===== src/rtl/change_pkg.sv =====
// Shared encodings for change_dispenser: FSM states, coin codes, coin values
// and stock-select codes.
package change_pkg;

    typedef enum logic [1:0] {
        ST_IDLE,
        ST_SELECT,
        ST_ISSUE,
        ST_DONE
    } state_t;

    localparam logic [2:0] COIN_NONE = 3'b000;
    localparam logic [2:0] COIN_RS1  = 3'b001;
    localparam logic [2:0] COIN_RS2  = 3'b010;
    localparam logic [2:0] COIN_RS5  = 3'b101;

    localparam int VAL_RS1 = 1;
    localparam int VAL_RS2 = 2;
    localparam int VAL_RS5 = 5;

    localparam logic [1:0] SEL_RS1  = 2'd0;
    localparam logic [1:0] SEL_RS2  = 2'd1;
    localparam logic [1:0] SEL_RS5  = 2'd2;
    localparam logic [1:0] SEL_NONE = 2'd3;

    function automatic logic [1:0] coin_sel(input logic [2:0] code);
        case (code)
            COIN_RS1: return SEL_RS1;
            COIN_RS2: return SEL_RS2;
            COIN_RS5: return SEL_RS5;
            default:  return SEL_NONE;
        endcase
    endfunction

    function automatic logic [2:0] coin_value(input logic [2:0] code);
        case (code)
            COIN_RS1: return 3'(VAL_RS1);
            COIN_RS2: return 3'(VAL_RS2);
            COIN_RS5: return 3'(VAL_RS5);
            default:  return 3'd0;
        endcase
    endfunction

endpackage


===== src/rtl/coin_stock.sv =====
// Per-denomination coin stock: three counters with reset preload, overwrite
// load, a single decrement port and empty flags {Rs5, Rs2, Rs1}.
module coin_stock
    import change_pkg::*;
#(
    parameter int CNT_W      = 6,
    parameter int INIT_STOCK = 4
) (
    input  logic             clk,
    input  logic             rst,
    input  logic             load,
    input  logic [1:0]       load_sel,
    input  logic [CNT_W-1:0] load_cnt,
    input  logic             dec,
    input  logic [1:0]       dec_sel,
    output logic [2:0]       empty
);

    logic [CNT_W-1:0] cnt_rs1;
    logic [CNT_W-1:0] cnt_rs2;
    logic [CNT_W-1:0] cnt_rs5;

    // NOTE: sequential state uses non-blocking assignments so every counter
    // sees the same pre-edge values regardless of statement order.
    always_ff @(posedge clk) begin
        if (!rst) begin
            cnt_rs1 <= CNT_W'(INIT_STOCK);
            cnt_rs2 <= CNT_W'(INIT_STOCK);
            cnt_rs5 <= CNT_W'(INIT_STOCK);
        end else if (load) begin
            case (load_sel)
                SEL_RS1: cnt_rs1 <= load_cnt;
                SEL_RS2: cnt_rs2 <= load_cnt;
                SEL_RS5: cnt_rs5 <= load_cnt;
                default: ;
            endcase
        end else if (dec) begin
            // The FSM only picks a denomination whose count is non-zero.
            case (dec_sel)
                SEL_RS1: cnt_rs1 <= cnt_rs1 - CNT_W'(1);
                SEL_RS2: cnt_rs2 <= cnt_rs2 - CNT_W'(1);
                SEL_RS5: cnt_rs5 <= cnt_rs5 - CNT_W'(1);
                default: ;
            endcase
        end
    end

    assign empty = {cnt_rs5 == '0, cnt_rs2 == '0, cnt_rs1 == '0};

endmodule


===== src/rtl/change_dispenser.sv =====
// Greedy change dispenser: issues Rs5/Rs2/Rs1 coins over a valid/ready
// handshake and reports any unpayable remainder. Macro COIN_TIMEOUT_EN adds an
// ISSUE-state watchdog that abandons a coin the hopper never takes.
module change_dispenser
    import change_pkg::*;
#(
    parameter int AMT_W      = 8,
    parameter int CNT_W      = 6,
    parameter int INIT_STOCK = 4,
    parameter int TIMEOUT    = 15
) (
    input  logic             clk,
    input  logic             rst,
    input  logic             req_valid,
    output logic             req_ready,
    input  logic [AMT_W-1:0] req_amt,
    output logic             coin_valid,
    input  logic             coin_ready,
    output logic [2:0]       coin_code,
    output logic             done,
    output logic             short,
    output logic [AMT_W-1:0] remain,
    input  logic             load,
    input  logic [1:0]       load_sel,
    input  logic [CNT_W-1:0] load_cnt,
    output logic [2:0]       stock_empty
);

    state_t           state;
    state_t           state_nxt;
    logic [AMT_W-1:0] rem;
    logic [AMT_W-1:0] rem_after;
    logic [AMT_W-1:0] remain_q;
    logic [2:0]       coin_q;
    logic [2:0]       pick;
    logic             accept;
    logic             handshake;
    logic             timeout_hit;

    assign accept    = (state == ST_IDLE) && req_valid;
    assign handshake = (state == ST_ISSUE) && coin_ready;
    assign rem_after = rem - AMT_W'(coin_value(coin_q));

    always_comb begin
        pick = COIN_NONE;
        if (rem >= AMT_W'(VAL_RS5) && !stock_empty[2]) begin
            pick = COIN_RS5;
        end else if (rem >= AMT_W'(VAL_RS2) && !stock_empty[1]) begin
            pick = COIN_RS2;
        end else if (rem >= AMT_W'(VAL_RS1) && !stock_empty[0]) begin
            pick = COIN_RS1;
        end
    end

`ifdef COIN_TIMEOUT_EN
    localparam int TW = $clog2(TIMEOUT + 1);
    logic [TW-1:0] wait_cnt;

    always_ff @(posedge clk) begin
        if (!rst) begin
            wait_cnt <= '0;
        end else if (state == ST_ISSUE && !coin_ready) begin
            wait_cnt <= wait_cnt + TW'(1);
        end else begin
            wait_cnt <= '0;
        end
    end

    assign timeout_hit = (state == ST_ISSUE) && !coin_ready
                         && (wait_cnt == TW'(TIMEOUT - 1));
`else
    // Without the watchdog TIMEOUT has no effect and ISSUE waits forever.
    assign timeout_hit = (TIMEOUT < 0);
`endif

    always_ff @(posedge clk) begin
        if (!rst) begin
            state    <= ST_IDLE;
            rem      <= '0;
            remain_q <= '0;
            coin_q   <= COIN_NONE;
        end else begin
            state <= state_nxt;
            if (accept) begin
                rem      <= req_amt;
                remain_q <= '0;
            end
            if (state == ST_SELECT) begin
                coin_q <= pick;
            end
            if (handshake) begin
                rem <= rem_after;
            end
            if (state == ST_DONE) begin
                remain_q <= rem;
            end
        end
    end

    // NOTE: every output of this block gets a default before the case so no
    // path leaves a signal unassigned and no latch is inferred.
    always_comb begin
        state_nxt  = state;
        req_ready  = 1'b0;
        coin_valid = 1'b0;
        coin_code  = COIN_NONE;
        done       = 1'b0;
        short      = 1'b0;
        remain     = remain_q;
        case (state)
            ST_IDLE: begin
                req_ready = 1'b1;
                if (req_valid) begin
                    state_nxt = (req_amt == '0) ? ST_DONE : ST_SELECT;
                end
            end
            ST_SELECT: begin
                state_nxt = (pick == COIN_NONE) ? ST_DONE : ST_ISSUE;
            end
            ST_ISSUE: begin
                coin_valid = 1'b1;
                coin_code  = coin_q;
                if (coin_ready) begin
                    state_nxt = (rem_after == '0) ? ST_DONE : ST_SELECT;
                end else if (timeout_hit) begin
                    state_nxt = ST_DONE;
                end
            end
            ST_DONE: begin
                done      = 1'b1;
                short     = (rem != '0);
                remain    = rem;
                state_nxt = ST_IDLE;
            end
            default: state_nxt = ST_IDLE;
        endcase
    end

    coin_stock #(
        .CNT_W      (CNT_W),
        .INIT_STOCK (INIT_STOCK)
    ) u_stock (
        .clk      (clk),
        .rst      (rst),
        .load     (load && (state == ST_IDLE)),
        .load_sel (load_sel),
        .load_cnt (load_cnt),
        .dec      (handshake),
        .dec_sel  (coin_sel(coin_q)),
        .empty    (stock_empty)
    );

endmodule

===== config.mk =====
export PLATFORM = sky130hd
export DESIGN_NAME = change_dispenser
export DESIGN_NICKNAME = d
export VERILOG_FILES = /design/src/rtl/change_pkg.sv /design/src/rtl/coin_stock.sv /design/src/rtl/change_dispenser.sv
export SDC_FILE = /design/constraint.sdc
export NUM_CORES = 1
export LEC_CHECK = 0
export ABC_AREA = 1
export BUFFER_PORTS_ARGS = -buffer_cell sky130_fd_sc_hd__buf_4
export CAP_MARGIN = 20
export CORE_UTILIZATION = 40
export DETAILED_ROUTE_END_ITERATION = 8
export SYNTH_ARGS = -nofsm -noshare
export SYNTH_HDL_FRONTEND = slang
export SYNTH_SLANG_ARGS = --single-unit

===== constraint.sdc =====
create_clock -name clk -period 2.6 [get_ports clk]
set_input_delay 0.65 -clock clk [delete_from_list [all_inputs] [get_ports clk]]
set_output_delay 0.65 -clock clk [all_outputs]
set_load 0.02 [all_outputs]

==> metrics.md <==
| Metric | Value |
|---|---|
| Outcome | finished clean |
| Final WL | around 6400 um |
| # Max-Cap Violations | 0 |
| Top Family by Delay on Critical Path | simple AND/OR/NAND/NOR gates |
| CTS root buffer | clkbuf_8 |
| Startpoint Class | register |
| Final Net Count | 430 |
| Post-synth top cells | 81 x nand2_1, 49 x inv_1, 39 x dfxtp_1, 31 x a21oi_1, 27 x nor2_1 |
| GRT Util Overall | around a fifth |
| Placement Setup Slack | approximately 0.37 ns |
| Crit-path max FO | 4 |
| CP max stage delay | slightly below 0.4 ns |
| Clk_skew | roughly 0.0045 ns |
| Number of global-route vias before repair | around 2200 |
| Worst skew pair latency | approximately 0.29 ns |
| Sink Count | 39 |
| Detail Route Antenna Nets | 0 |
| CTS Buf Count | 5 |
| CTS tree | yes |
| Min cycle time layout | between 2 and 2.5 ns |
| Ys flop type | dfxtp_1 |
| R2R Setup Slk | approximately 0.37 ns |
| Largest net degree at the start of global routing | 23 |
| Clk slew on worst S/H paths | about 0.08 ns |
| Async SR Flop Fraction | 0% |
| Filler cell count | about 630 |
| Clock share of power | between 20% and 30% |
| Slowest CP cell | nor3_1 |
| Worst Hold Launch | remain_q[4] |
| Peak VDD IR | about 0.26 mV |
| Total power | ~0.0016 W |
| Row count | 28 |
| Via-per-instance ratio | about 5.1 |
| Worst path cell trace | inv_1, ha_1, nand3_1, nor3_1, buf_4 |
| Drt pass-1 iters | 4 |
| Placed cells | approximately 470 |
| Sequential share of power | around 43% |
| Worst path bufs/invs | 2 |
| RSZ-0062 raised after global routing | no |
| Crit Path Class | reg -> out |
| Io pins | 39 |
| Hold endpoint | remain_q[4] |
| Critical Path Source | u_stock.cnt_rs2[0] |
| Ys Warns | 0 |
| R2R Path Start | coin_q[0] |
| Switching share of power | a little under two fifths |
| Final core occ | 48.6% |
| FMAX | ~450 MHz |
| Final period util | between 80% and 90% |
| Final HPWL DP | ~4800 um |
| HP Class | reg -> reg |
| Routed vias | ~2400 |
| CP Capture Type | output pin |
| Worst path required time | approximately 2.0 ns |
| CTS Hold Bufs | 0 |
| Sequential area share after synthesis | a little under a third |
| EDFF count, synth | 0 |
| Setup bufs post-CTS | 0 |
| Port bufs | 38 |
| Die height | approximately 80 um |
| Hold path depth | 2 |
| Area added between synthesis and finish | 17.8% |
| Post_cts resized | 0 |
| Post-Syn Nets | between 300 and 400 |
| Final hold viol count | 0 |
| Htree depth | 2 |
| Setup-failing EPs final | 0 |
| Syn avg cell area | 6.81 sq um |
| First-pass GRT wire length | approximately 10000 um |
| R2r worst-path depth | 14 |
| Final GP Congestion | roughly 0.84 |
| Share of cells above drive strength 1 | 18.0% |
| Most common cell in the synthesized netlist | nand2_1 |
| Initial Utilization | about two fifths |
| Pwr Density | around 550 nW/um^2 |
| Synthesized flop and latch total | 39 |
| DRC viols | 0 |
| Initial antenna violation count | 0 |
| Internal power | a little under 0.001 W |
| Slew HR | 67.6% |
| Worst Path Arrival | 1.58 ns |
| Post-synth top area share | between 30% and 40% |
| Static leakage | 1.36 nW |
| Wire length per cell | ~13 um |
| Antenna cell count | 0 |
| P_sw | 0.000585 W |
| Worst setup margin | between 0.3 and 0.4 ns |
| Die width | roughly 80 um |
| Final Non-Filler Cells | approximately 480 |
| Final TNS setup | 0 ns |
| GRT overflow | 0 |
| Reg2reg end | state[1] |
| Yosys top cell by area | dfxtp_1 |
| Distinct cells, synth | 38 |
| Logic pwr share | a little under a third |
| Area of the mapped netlist | 2440 sq um |
| Die Area | roughly 6400 sq um |
| Core area | about 5900 sq um |
| Clk buf depth | 2 |
| Worst Tran Pin Value | around 0.48 ns |
| Synth area leaders | dfxtp_1 32%, nand2_1 12%, inv_1 7.5%, a21oi_1 6.3%, nand3_1 5.1% |
| Drt initial violations | between 150 and 200 |
| Slew Limit Fails | 0 |
| Mapped Cells | roughly 360 |
sequential cells by signal (all words and copies together), names as in the netlist:
| signal | count |
|---|---|
| rem | 8 |
| remain_q | 8 |
| u_stock.cnt_rs1 | 6 |
| u_stock.cnt_rs2 | 6 |
| u_stock.cnt_rs5 | 6 |
| coin_q | 3 |
| state | 2 |
cell type report:
| type | count | area, sq um | share of cell area (%) |
|---|---|---|---|
| Timing Repair Buffer | 39 | 293 | 10.2 |
| Inverter | 57 | 219 | 7.61 |
| Sequential cell | 39 | 781 | 27.1 |
| Clock buffer | 6 | 72.6 | 2.52 |
| Multi-Input combinational cell | 257 | 1410 | 48.9 |
| Tap cell | 75 | 93.8 | 3.26 |
| Clock inverter | 2 | 12.5 | 0.435 |
worst register-to-register path: stages, from the launching register on:
cell and delay, ns:
dfxtp_1 0.33, inv_1 0.08, nor2_2 0.26, ha_1 0.20, inv_1 0.06, fa_1 0.38
nand2_1 0.11, nand2_1 0.08, nor2_1 0.12, xor2_1 0.20, nor2_1 0.07, nand3_1 0.06
nand2_1 0.05, nand2_1 0.05, a21oi_1 0.05
cell families after synthesis:
family,count (synthesis),share of synthesized area (%)
AOI/OAI and AO/OA,85,20.7
xor gates and xnor gates,3,1.08
buffers and inverters,63,10.5
and+or+nand+nor,159,30.4
adders and majority gates,10,5.43
DFF,39,32.0
how the worst max path moves through the flow:
stage / to / slack [ns] / depth (start not counted)
after global routing: state[1] / 0.16 / 14
after floorplan: state[1] / 0.55 / 14
final: stock_empty[1] / 0.37 / 5
after detailed placement: state[1] / 0.37 / 14
after global placement: state[1] / 0.44 / 14
after CTS: state[1] / 0.36 / 14
per-layer routing:
metal / vias up / track usage (%) / part of all wire, %
met5: - / 0 / 0
met4: 0 / 5.89 / 1.2
met3: 8 / 3.86 / 3.8
met2: 46 / 33.2 / 46
met1: 1095 / 29.0 / 49
li1: 1259 / - / -
stage by stage:
stage	hold slack [ns]	cell area [sq um]
5_1_grt	0.496	2880
3_3_place_gp	0.445	2790
4_1_cts	0.474	2880
3_5_place_dp	0.455	2790
2_1_floorplan	0.429	2440
6_report	0.471	2880
layout by cell type, fill, tap and decap left out, drive strengths merged:
master | synthesis | routed
nor4 | 2 | 2
a22oi | 1 | 1
o211ai | 3 | 3
buf | 4 | 39
or2 | 1 | 1
inv | 56 | 56
clkbuf | 2 | 6
o21bai | 1 | 1
a21o | 1 | 1
ha | 9 | 9
nor2 | 32 | 32
a31oi | 10 | 10
dfxtp | 39 | 39
xor2 | 3 | 3
nand2 | 86 | 86
o21ai | 33 | 33
nand3 | 26 | 26
nand4 | 2 | 2
fa | 1 | 1
clkinvlp | 0 | 1
clkinv | 1 | 2
a221oi | 1 | 1
a21oi | 33 | 33
a211oi | 1 | 1
nor3 | 10 | 10
o221a | 1 | 1
power by group through the flow:
stage	clock network, W	registers (W)	logic [W]
after global placement	0	0.000690	0.000480
final	0.000414	0.000677	0.000487
after detailed placement	0	0.000691	0.000486
after global routing	0.000448	0.000684	0.000552
after floorplan	0	0.000679	0.000359
after CTS	0.000427	0.000677	0.000488
Note: power is estimated with default switching activity, not from simulation.
